===== config.mk =====
export PLATFORM = sky130hd
export DESIGN_NAME = gcd_driver
export DESIGN_NICKNAME = d
export VERILOG_FILES = /design/src/rtl/gcd_driver.sv
export SDC_FILE = /design/constraint.sdc
export NUM_CORES = 1
export LEC_CHECK = 0
export CORE_ASPECT_RATIO = 0.75
export CORE_UTILIZATION = 50
export DETAILED_ROUTE_END_ITERATION = 10
export PLACE_DENSITY = 0.88
export SETUP_SLACK_MARGIN = 0.4
export SLEW_MARGIN = 0
export SYNTH_ARGS = -nofsm -noshare
export SYNTH_HDL_FRONTEND = slang
export SYNTH_SLANG_ARGS = --single-unit

===== constraint.sdc =====
create_clock -name clk -period 4.68 [get_ports clk]
set_input_delay 1.404 -clock clk [delete_from_list [all_inputs] [get_ports clk]]
set_output_delay 1.404 -clock clk [all_outputs]
set_load 0.01 [all_outputs]

===== src/rtl/gcd_driver.sv =====
// Sequencer that feeds operand pairs to a serial GCD unit and returns the result.
// Handles zero operands locally and reports a timeout if the unit never completes.
//
// state  | meaning
// IDLE   | ready for a new operand pair
// START  | one-cycle start pulse to the GCD unit
// LOAD_A | first operand on gcd_data_in
// LOAD_B | second operand on gcd_data_in
// WAIT   | waiting for a gcd_done rising edge or timeout
// RESP   | result presented until the consumer takes it
module gcd_driver #(
    parameter int SIZE    = 8,
    parameter int TIMEOUT = 255
) (
    input  logic            clk,
    input  logic            reset,
    input  logic            req_valid,
    output logic            req_ready,
    input  logic [SIZE-1:0] req_a,
    input  logic [SIZE-1:0] req_b,
    output logic            gcd_start,
    output logic [SIZE-1:0] gcd_data_in,
    input  logic [SIZE-1:0] gcd_data_out,
    input  logic            gcd_done,
    output logic            rsp_valid,
    input  logic            rsp_ready,
    output logic [SIZE-1:0] rsp_gcd,
    output logic            rsp_err,
    output logic            busy
);

    localparam int CW = $clog2(TIMEOUT + 1);
    localparam logic [CW-1:0] CNT_LAST = CW'(TIMEOUT - 1);

    typedef enum logic [2:0] {
        IDLE,
        START,
        LOAD_A,
        LOAD_B,
        WAIT,
        RESP
    } state_t;

    state_t          state;
    logic [SIZE-1:0] a_q;
    logic [SIZE-1:0] b_q;
    logic [CW-1:0]   cnt;
    logic            done_q;
    logic            done_rise;

    // Only a fresh edge counts, so a done left high by the previous op is not mistaken for completion.
    assign done_rise = gcd_done & ~done_q;

    always_ff @(posedge clk) begin
        if (reset) begin
            state       <= IDLE;
            a_q         <= '0;
            b_q         <= '0;
            cnt         <= '0;
            done_q      <= 1'b0;
            req_ready   <= 1'b1;
            gcd_start   <= 1'b0;
            gcd_data_in <= '0;
            rsp_valid   <= 1'b0;
            rsp_gcd     <= '0;
            rsp_err     <= 1'b0;
            busy        <= 1'b0;
        end else begin
            done_q <= gcd_done;
            case (state)
                IDLE: begin
                    if (req_valid && req_ready) begin
                        a_q       <= req_a;
                        b_q       <= req_b;
                        req_ready <= 1'b0;
                        busy      <= 1'b1;
                        if (req_a == '0 || req_b == '0) begin
                            state     <= RESP;
                            rsp_valid <= 1'b1;
                            rsp_gcd   <= req_a | req_b;
                            rsp_err   <= 1'b0;
                        end else begin
                            state     <= START;
                            gcd_start <= 1'b1;
                        end
                    end
                end
                START: begin
                    state       <= LOAD_A;
                    gcd_start   <= 1'b0;
                    gcd_data_in <= a_q;
                end
                LOAD_A: begin
                    state       <= LOAD_B;
                    gcd_data_in <= b_q;
                end
                LOAD_B: begin
                    state       <= WAIT;
                    gcd_data_in <= '0;
                    cnt         <= '0;
                end
                WAIT: begin
                    if (done_rise) begin
                        state     <= RESP;
                        rsp_valid <= 1'b1;
                        rsp_gcd   <= gcd_data_out;
                        rsp_err   <= 1'b0;
                    end else if (cnt == CNT_LAST) begin
                        state     <= RESP;
                        rsp_valid <= 1'b1;
                        rsp_gcd   <= '0;
                        rsp_err   <= 1'b1;
                    end else begin
                        cnt <= cnt + CW'(1);
                    end
                end
                RESP: begin
                    if (rsp_valid && rsp_ready) begin
                        state     <= IDLE;
                        rsp_valid <= 1'b0;
                        req_ready <= 1'b1;
                        busy      <= 1'b0;
                    end
                end
                default: begin
                    state       <= IDLE;
                    req_ready   <= 1'b1;
                    gcd_start   <= 1'b0;
                    gcd_data_in <= '0;
                    rsp_valid   <= 1'b0;
                    busy        <= 1'b0;
                end
            endcase
        end
    end

endmodule


==> impl_metrics.env, run 1 <==
export IMPL_grt_pass1_wl_mm=9.55
export IMPL_first_global_vias=2041
export IMPL_worst_skew_pair_late_latency_ns=0.32
export IMPL_firstDrtPassIters=5
export IMPL_number_of_library_cell_types_mapped_by_synthesis=49
export IMPL_placementRows=21
export IMPL_critical_path_reg2reg_startpoint="state[2]"
export IMPL_worst_slew_pin_slew_ns=0.988
export IMPL_cts_sink_count=49
export IMPL_maximum_number_of_pins_on_one_net_before_global_route_repair=27
export IMPL_synth_largest_type_area_fraction=0.422
export IMPL_comb_power_share=0.294
export IMPL_tritoncts_num_buffers=5
export IMPL_synth_async_reset_ratio=0
export IMPL_min_from="a_q[0]"
export IMPL_grt_met1_usage=0.330
export IMPL_netSwitchingPower_uw=421
export IMPL_power_frac_seq=0.455
export IMPL_holdBufCountCts=0
export IMPL_drt_wl_total_mm=5.93
export IMPL_critPathRequiredTime_ns=4.89
export IMPL_syn_area_per_cell_um2=8.10
export IMPL_layer_carrying_the_most_global_route_usage="met2"
export IMPL_vdd_drop_max_uv=300
export IMPL_hold_path_cell_count=2
export IMPL_dp_hpwl_mm=4.19
export IMPL_hold_viol=0
export IMPL_end_of_flow_core_utilization=0.646
export IMPL_viasPerCell=5.86
export IMPL_layout_worst_path_cycle_share=0.698
export IMPL_setup_tns_final_ns=0
export IMPL_period_minus_slack_ns=3.27
export IMPL_status="finished, final reports clean"
export IMPL_grt_usage=0.259
export IMPL_fraction_of_power_spent_switching_nets=0.339
export IMPL_min_path_type="reg2reg"
export IMPL_post_cts_resized=0
export IMPL_routabilityCongestion=0.873
export IMPL_achievable_frequency_mhz=306
export IMPL_total_leakage_power_nw=1.00
export IMPL_timing_critical_path_to_type="register"
export IMPL_finalMaxSlewViolations=0
export IMPL_post_drt_wl_per_cell_um=15.6
export IMPL_cts_root_buf="sky130_fd_sc_hd__clkbuf_8"
export IMPL_drt_initial_drc_count=148
export IMPL_rsz_0062_raised_after_global_routing="no"
export IMPL_critical_path_startpoint="req_a[1]"
export IMPL_insertedDiodeCount=0
export IMPL_met3_global_route_usage=0.0504
export IMPL_areaGrowthSynthToFinish_pct=24.1
export IMPL_synth_area_top_cells="sky130_fd_sc_hd__dfxtp_1 42%, sky130_fd_sc_hd__a21oi_1 9.5%, sky130_fd_sc_hd__nand2_1 8.1%, sky130_fd_sc_hd__o21ai_0 4.5%, sky130_fd_sc_hd__a211o_2 3.0%"
export IMPL_ff2ff_path_depth=5
export IMPL_synth_seq_cells=49
export IMPL_post_synth_instance_area_um2=2320
export IMPL_edff_count_synth=0
export IMPL_initial_antenna_violation_count=0
export IMPL_arrival_ns=3.48
export IMPL_crit_path_end="rsp_err"
export IMPL_critical_path_class="in2reg"
export IMPL_gr_usage_met2=0.441
export IMPL_route_detailed_drc=0
export IMPL_worst_stage_delay_on_the_critical_path_ns=0.51
export IMPL_design_final_nets=353
export IMPL_worstPathCellList="clkdlybuf4s50_1, nor4_1, a21oi_1, a211o_1, or2_1, a31o_2"
export IMPL_number_of_buffers_inserted_by_port_buffering=49
export IMPL_seq_total_area_yosys=0.422
export IMPL_max_cap_violations=0
export IMPL_crit_fanout=18
export IMPL_clock_tree_htree_level_count=2
export IMPL_worst_relative_slew_slack=0.339
export IMPL_reg2reg_setup_slack_ns=2.23
export IMPL_number_of_post_cts_setup_repair_buffers=0
export IMPL_p_int_uw=822
export IMPL_power_density_nw_per_um2=431
export IMPL_cts_tree="built"
export IMPL_synthesis_yosys_warnings=0
export IMPL_crit_reg2reg_capture="rsp_gcd[5]"
export IMPL_floorplan_io_pins=50
export IMPL_fin_skew_ns=0.0112
export IMPL_synth_top_cells_by_count="50 x sky130_fd_sc_hd__nand2_1, 49 x sky130_fd_sc_hd__dfxtp_1, 44 x sky130_fd_sc_hd__a21oi_1"
export IMPL_ctsLongestPathBuffers=2
export IMPL_yosys_most_used_dff="sky130_fd_sc_hd__dfxtp_1"
export IMPL_start_util=0.520
export IMPL_die_x_um=80.7
export IMPL_antenna_nets_post_route=0
export IMPL_fraction_of_layout_instances_using_a_drive_strength_above_1=0.0960
export IMPL_floorplan_die_area_um2=4930
export IMPL_crit_path_start_kind="input pin"
export IMPL_top_count_cell_post_synth="sky130_fd_sc_hd__nand2_1"
export IMPL_vias=2227
export IMPL_clock_slew_seen_by_the_registers_of_the_worst_setup_and_hold_paths_ns=0.09
export IMPL_power_clock_fraction=0.251
export IMPL_fp_dieH_um=61.1
export IMPL_synthCells=287
export IMPL_globalRoute_totalOverflow=0
export IMPL_setup_viol_count_final=0
export IMPL_critPathSlowestCell="sky130_fd_sc_hd__a211o_1"
export IMPL_fillerInstances=381
export IMPL_post_syn_nets=318
export IMPL_placeableCoreArea_um2=4470
export IMPL_yosys_area_top_type="sky130_fd_sc_hd__dfxtp_1"
critical path, delay by kind of cell:
family | cells | cell delay [ns]
simple gates | 2 | 0.72
buf+inv | 1 | 0.45
compound gates | 3 | 0.90
layout make-up:
class                           instances  area [um2]  share of cell area
Clock buffer                            5        68.8              0.0239
Clock inverter                          3        46.3              0.0160
Inverter                                3        11.3             0.00390
Multi-Input combinational cell        210        1190               0.411
Sequential cell                        49         981               0.340
Tap cell                               57        71.3              0.0247
Timing Repair Buffer                   53         520               0.180
flip-flops by register name, indices dropped and copies added (netlist names), 3 cells and up:
signal       count
rsp_gcd          8
state            3
gcd_data_in      8
a_q              8
b_q              8
cnt              8
placed cells by master, fill, tap and decap left out, drive strengths merged, types with 2 or more instances in the layout:
master         netlist  final
inv                  3      3
dfxtp               49     49
a211o                9      9
a211oi               2      2
nor3b                2      2
xor2                 6      6
o21ai               29     29
or2                  4      4
nand3               10     10
nor2b                3      3
nor2                11     11
clkdlybuf4s50        0     49
ha                   2      2
nor3                 4      4
buf                 12      4
a21oi               45     45
nand2               50     50
nor4                 5      5
o21bai               9      9
clkbuf              13      5
nand4                2      2
power groups by stage:
stage / registers, mW / logic (mW) / clock network (mW)
2_1_floorplan: 0.543 / 0.255 / 0
3_3_place_gp: 0.571 / 0.355 / 0
3_5_place_dp: 0.573 / 0.363 / 0
4_1_cts: 0.565 / 0.364 / 0.312
5_1_grt: 0.579 / 0.401 / 0.326
6_report: 0.566 / 0.365 / 0.312
metrics by stage:
stage          hold slack [ns]  total power [mW]  worst slack [ns]  std cells  cell area (um2)
2_1_floorplan            0.436             0.798              1.94        287             2320
3_3_place_gp             0.443             0.926              1.19        372             2770
3_5_place_dp             0.448             0.936              1.11        372             2770
4_1_cts                  0.460              1.24              1.44        380             2890
5_1_grt                  0.475              1.31              1.30        380             2890
6_report                 0.459              1.24              1.41        380             2890
worst min-delay path by stage:
stage	end
6_report	a_q[0]
5_1_grt	b_q[6]
4_1_cts	a_q[0]
3_5_place_dp	a_q[0]
3_3_place_gp	a_q[1]
2_1_floorplan	a_q[0]
logic make-up after synthesis:
kind of cell,share of synthesized area
xor+xnor,0.0264
simple gates,0.202
fa+ha+maj,0.0108
compound gates,0.271
flops,0.422
buf+inv,0.0678
per-layer routing:
| metal | part of all wire | routed length, um |
|---|---|---|
| met1 | 0.44 | 2610 |
| met4 | 0.016 | 93 |
| met3 | 0.063 | 371 |
| met2 | 0.48 | 2860 |
| met5 | 0 | 0 |
No activity file was read; power rests on OpenSTA's default activity.
==> run 2: changes to the inputs <==
- clock period: 4.68 -> 3.24 ns (I/O delays scaled with it)
==> impl_metrics.env, run 2 (synthesis results as in run 1) <==
export IMPL_areaGrowthSynthToFinish_pct=25.9
export IMPL_cts_root_buf="sky130_fd_sc_hd__clkbuf_8"
export IMPL_start_util=0.520
export IMPL_placementRows=21
export IMPL_setup_tns_final_ns=0
export IMPL_dp_hpwl_mm=4.17
export IMPL_grt_usage=0.257
export IMPL_crit_fanout=16
export IMPL_floorplan_die_area_um2=4930
export IMPL_antenna_nets_post_route=0
export IMPL_achievable_frequency_mhz=368
export IMPL_fraction_of_layout_instances_using_a_drive_strength_above_1=0.112
export IMPL_globalRoute_totalOverflow=0
export IMPL_status="finished, final reports clean"
export IMPL_timing_hold_ws_ns=0.462
export IMPL_firstDrtPassIters=4
export IMPL_tritoncts_num_buffers=5
export IMPL_max_cap_violations=0
export IMPL_total_leakage_power_nw=1.03
export IMPL_insertedDiodeCount=0
export IMPL_vias=2226
export IMPL_initial_antenna_violation_count=0
export IMPL_hold_viol=0
export IMPL_vdd_drop_max_uv=328
export IMPL_critical_path_class="in2reg"
export IMPL_post_cts_resized=0
export IMPL_drt_wl_total_mm=6.02
export IMPL_power_density_nw_per_um2=624
export IMPL_clock_tree_htree_level_count=2
export IMPL_die_x_um=80.7
export IMPL_rsz_0062_raised_after_global_routing="no"
export IMPL_route_detailed_drc=0
export IMPL_fin_skew_ns=0.0157
export IMPL_worst_slew_pin_slew_ns=0.756
export IMPL_min_path_type="reg2reg"
export IMPL_setup_viol_count_final=0
export IMPL_maximum_number_of_pins_on_one_net_before_global_route_repair=26
export IMPL_period_minus_slack_ns=2.71
export IMPL_arrival_ns=2.96
export IMPL_crit_path_start_kind="input pin"
export IMPL_place_area_um2=2820
export IMPL_design_final_nets=359
export IMPL_clock_slew_seen_by_the_registers_of_the_worst_setup_and_hold_paths_ns=0.10
export IMPL_cts_tree="built"
export IMPL_worst_relative_slew_slack=0.493
export IMPL_worst_skew_pair_late_latency_ns=0.32
export IMPL_layout_commonest_cell="sky130_fd_sc_hd__nand2_1"
export IMPL_layout_cells_most_common_list="50 x sky130_fd_sc_hd__nand2_1, 49 x sky130_fd_sc_hd__dfxtp_1, 49 x sky130_fd_sc_hd__clkdlybuf4s50_1"
export IMPL_fp_dieH_um=61.1
export IMPL_first_global_vias=2015
export IMPL_finalMaxSlewViolations=0
export IMPL_drt_initial_drc_count=128
export IMPL_cts_sink_count=49
export IMPL_grt_pass1_wl_mm=9.40
export IMPL_post_drt_wl_per_cell_um=15.6
export IMPL_viasPerCell=5.77
export IMPL_holdBufCountCts=0
export IMPL_timing_critical_path_to_type="register"
export IMPL_number_of_buffers_inserted_by_port_buffering=49
export IMPL_routabilityCongestion=0.908
export IMPL_critPathRequiredTime_ns=3.48
export IMPL_placeableCoreArea_um2=4470
export IMPL_final_cell_area_um2=2930
export IMPL_layout_worst_path_cycle_share=0.838
export IMPL_ctsLongestPathBuffers=2
export IMPL_floorplan_io_pins=50
export IMPL_number_of_post_cts_setup_repair_buffers=0
[run 2: changes by cell type in the layout (fill, tap and decap cells not counted)]
cell,before,now
sky130_fd_sc_hd__buf_4,4,10
sky130_fd_sc_hd__clkinv_2,0,1
sky130_fd_sc_hd__clkinv_4,1,0
sky130_fd_sc_hd__clkinvlp_4,1,0
sky130_fd_sc_hd__inv_6,0,1
[run 2: area by class of cell]
class	instances	area [um2]
fillers	396	1540
multi-input cells	210	1190
flip-flops and latches	49	981
repair buffers	59	566
well taps	57	71.3
clock buffers	5	68.8
clock inverters	3	43.8
inverters	3	11.3
[run 2: final timing paths]
| path | start | endpoint | slack (ns) | cells past startpoint |
|---|---|---|---|---|
| max | req_a[1] | rsp_gcd[5] | 0.53 | 7 |
| max reg2reg | state[2] | rsp_gcd[5] | 0.99 | 5 |
| min | a_q[4] | a_q[4] | 0.46 | 2 |
| min reg2reg | a_q[4] | a_q[4] | 0.46 | 2 |
[run 2: power by group]
part / leakage (nW) / switching [mW] / internal (mW)
registers: 0.400 / 0.0603 / 0.704
logic: 0.576 / 0.337 / 0.277
clock network: 0.0585 / 0.219 / 0.231
[run 2: metal layers]
| metal | wire [um] | global-route usage |
|---|---|---|
| met3 | 305 | 0.0681 |
| met1 | 2790 | 0.329 |
| met2 | 2810 | 0.416 |
| met4 | 121 | 0.112 |
| met5 | 0 | 0 |
[run 2: per-stage QoR]
step / instances / total power, mW / utilization / setup slack [ns]
final: 386 / 1.83 / 0.655 / 0.526
after global routing: 386 / 1.93 / 0.655 / 0.454
after CTS: 386 / 1.83 / 0.655 / 0.546
after detailed placement: 378 / 1.38 / 0.630 / 0.284
after global placement: 378 / 1.37 / 0.630 / 0.318
after floorplan: 287 / 1.15 / - / 0.933
[run 2: worst max-delay path, cell delays in order]
cell and delay, ns:
sky130_fd_sc_hd__clkdlybuf4s50_1 0.44, sky130_fd_sc_hd__nor4_1 0.39, sky130_fd_sc_hd__a21oi_1 0.15, sky130_fd_sc_hd__a211o_1 0.33, sky130_fd_sc_hd__buf_4 0.21, sky130_fd_sc_hd__a211o_2 0.32, sky130_fd_sc_hd__a21oi_1 0.15
==> run 3: changes to the inputs <==
- clock period: 3.24 -> 2.75 ns (I/O delays scaled with it)
==> impl_metrics.env, run 3 (synthesis results as in run 1) <==
export IMPL_cts_root_buf="sky130_fd_sc_hd__clkbuf_8"
export IMPL_cell_family_with_the_largest_share_of_critical_path_delay="compound AO/OA/AOI/OAI gates"
export IMPL_start_util=0.520
export IMPL_p_total_mw=2.06
export IMPL_timing_critical_path_buf_inv=2
export IMPL_layer_carrying_the_most_global_route_usage="met2"
export IMPL_period_minus_slack_ns=2.32
export IMPL_areaGrowthSynthToFinish_pct=30.4
export IMPL_worstHoldEndpoint="a_q[3]"
export IMPL_insertedDiodeCount=0
export IMPL_layout_worst_path_cycle_share=0.845
export IMPL_drt_wl_total_mm=6.18
export IMPL_placeableCoreArea_um2=4470
export IMPL_maximum_number_of_pins_on_one_net_before_global_route_repair=34
export IMPL_cts_tree="built"
export IMPL_worst_relative_slew_slack=0.528
export IMPL_rsz_0062_raised_after_global_routing="no"
export IMPL_viasPerCell=5.85
export IMPL_floorplan_die_area_um2=4930
export IMPL_vias=2340
export IMPL_setup_tns_final_ns=0
export IMPL_setup_viol_count_final=0
export IMPL_worstPathCellList="clkdlybuf4s50_1, nor4_2, nand2_1, a211o_1, buf_4, a211o_2, a21oi_1"
export IMPL_fraction_of_layout_instances_using_a_drive_strength_above_1=0.160
export IMPL_worst_skew_pair_late_latency_ns=0.31
export IMPL_met3_global_route_usage=0.0593
export IMPL_preCtsSetupSlack_ns=-0.0177
export IMPL_post_drt_wl_per_cell_um=15.4
export IMPL_reg2reg_setup_slack_ns=0.55
export IMPL_timing_critical_path_to_type="register"
export IMPL_fp_dieH_um=61.1
export IMPL_worst_slew_pin_slew_ns=0.705
export IMPL_drt_initial_drc_count=204
export IMPL_antenna_nets_post_route=0
export IMPL_crit_fanout=5
export IMPL_cts_sink_count=49
export IMPL_min_path_type="reg2reg"
export IMPL_fin_skew_ns=0.00587
export IMPL_fillerInstances=385
export IMPL_placed_cells_incl_taps=386
export IMPL_critical_path_reg2reg_startpoint="state[2]"
export IMPL_dp_hpwl_mm=4.35
export IMPL_achievable_frequency_mhz=430
export IMPL_ctsLongestPathBuffers=2
export IMPL_critPathSlowestCell="sky130_fd_sc_hd__clkdlybuf4s50_1"
export IMPL_power_density_nw_per_um2=680
export IMPL_vdd_drop_max_uv=514
export IMPL_layout_cells_most_common_list="50 x sky130_fd_sc_hd__nand2_1, 49 x sky130_fd_sc_hd__dfxtp_1, 42 x sky130_fd_sc_hd__a21oi_1"
export IMPL_holdBufCountCts=0
export IMPL_grt_pass1_wl_mm=10.0
export IMPL_finalMaxSlewViolations=0
export IMPL_die_x_um=80.7
export IMPL_timing_hold_ws_ns=0.464
export IMPL_firstDrtPassIters=4
export IMPL_route_detailed_drc=0
export IMPL_design_final_nets=373
export IMPL_final_cell_area_um2=3030
export IMPL_total_leakage_power_nw=1.13
export IMPL_end_of_flow_core_utilization=0.678
export IMPL_grt_met1_usage=0.370
export IMPL_max_cap_violations=0
export IMPL_routabilityCongestion=0.945
export IMPL_initial_antenna_violation_count=0
export IMPL_floorplan_io_pins=50
export IMPL_layout_commonest_cell="sky130_fd_sc_hd__nand2_1"
export IMPL_worst_stage_delay_on_the_critical_path_ns=0.49
export IMPL_first_global_vias=2089
export IMPL_number_of_buffers_inserted_by_port_buffering=49
export IMPL_crit_reg2reg_capture="rsp_gcd[0]"
export IMPL_instances_no_fill=400
export IMPL_tritoncts_num_buffers=5
export IMPL_globalRoute_totalOverflow=0
export IMPL_ff2ff_path_depth=5
export IMPL_critical_path_class="in2reg"
export IMPL_clock_slew_seen_by_the_registers_of_the_worst_setup_and_hold_paths_ns=0.09
export IMPL_critPathRequiredTime_ns=2.99
export IMPL_arrival_ns=2.56
export IMPL_place_area_um2=2880
export IMPL_grt_usage=0.268
export IMPL_gr_usage_met2=0.420
export IMPL_placementRows=21
export IMPL_hold_path_cell_count=2
export IMPL_min_from="a_q[3]"
export IMPL_worst_case_setup_margin_in_the_final_layout_ns=0.425
export IMPL_status="finished, final reports clean"
export IMPL_hold_viol=0
export IMPL_clock_tree_htree_level_count=2
export IMPL_crit_path_start_kind="input pin"
==> run 3: cell count changes in the layout (fill, tap and decap cells not counted), moves of 4 or more <==
cell	before	now
sky130_fd_sc_hd__buf_4	10	23
sky130_fd_sc_hd__clkdlybuf4s50_1	49	37
sky130_fd_sc_hd__dlymetal6s2s_1	0	4
sky130_fd_sc_hd__dlygate4sd2_1	0	8
==> run 3: what timing repair did <==
| item | 4_1_cts | 5_1_grt |
|---|---|---|
| setup endpoints to repair | 9 | 11 |
| gates resized for setup | 11 | 6 |
| pin swaps | 5 | 5 |
| setup buffers | 5 | 1 |
==> run 3: worst min-delay path, cell delays in order (launching register included) <==
cell and delay [ns]:
sky130_fd_sc_hd__dfxtp_1 0.32, sky130_fd_sc_hd__nand2_1 0.05, sky130_fd_sc_hd__a21oi_1 0.05
==> run 3: routing by layer <==
layer  share of wire  vias to the layer above
li1                -                     1119
met1            0.45                     1106
met2            0.47                      102
met3           0.069                       13
met4           0.012                        0
met5               0                        -
==> run 3: layout make-up <==
type                            count  area (um2)  share of cell area
Inverter                            3        11.3             0.00372
Multi-Input combinational cell    210        1210               0.398
Clock inverter                      3        17.5             0.00578
Timing Repair Buffer               73         674               0.223
Clock buffer                        5        68.8              0.0227
Tap cell                           57        71.3              0.0235
Sequential cell                    49         981               0.324
==> run 3: worst max path at each step <==
stage | start | endpoint | cells after the start
6_report | req_b[1] | rsp_gcd[3] | 7
5_1_grt | req_b[1] | rsp_gcd[5] | 7
4_1_cts | req_a[7] | rsp_gcd[3] | 7
3_5_place_dp | req_a[1] | rsp_gcd[7] | 7
3_3_place_gp | req_a[1] | rsp_gcd[0] | 7
2_1_floorplan | req_b[7] | rsp_err | 6
==> run 3: report_power, final <==
part / internal [mW] / switching [mW] / total, mW
Clock: 0.176 / 0.245 / 0.421
Combinational: 0.337 / 0.370 / 0.707
Sequential: 0.829 / 0.104 / 0.933
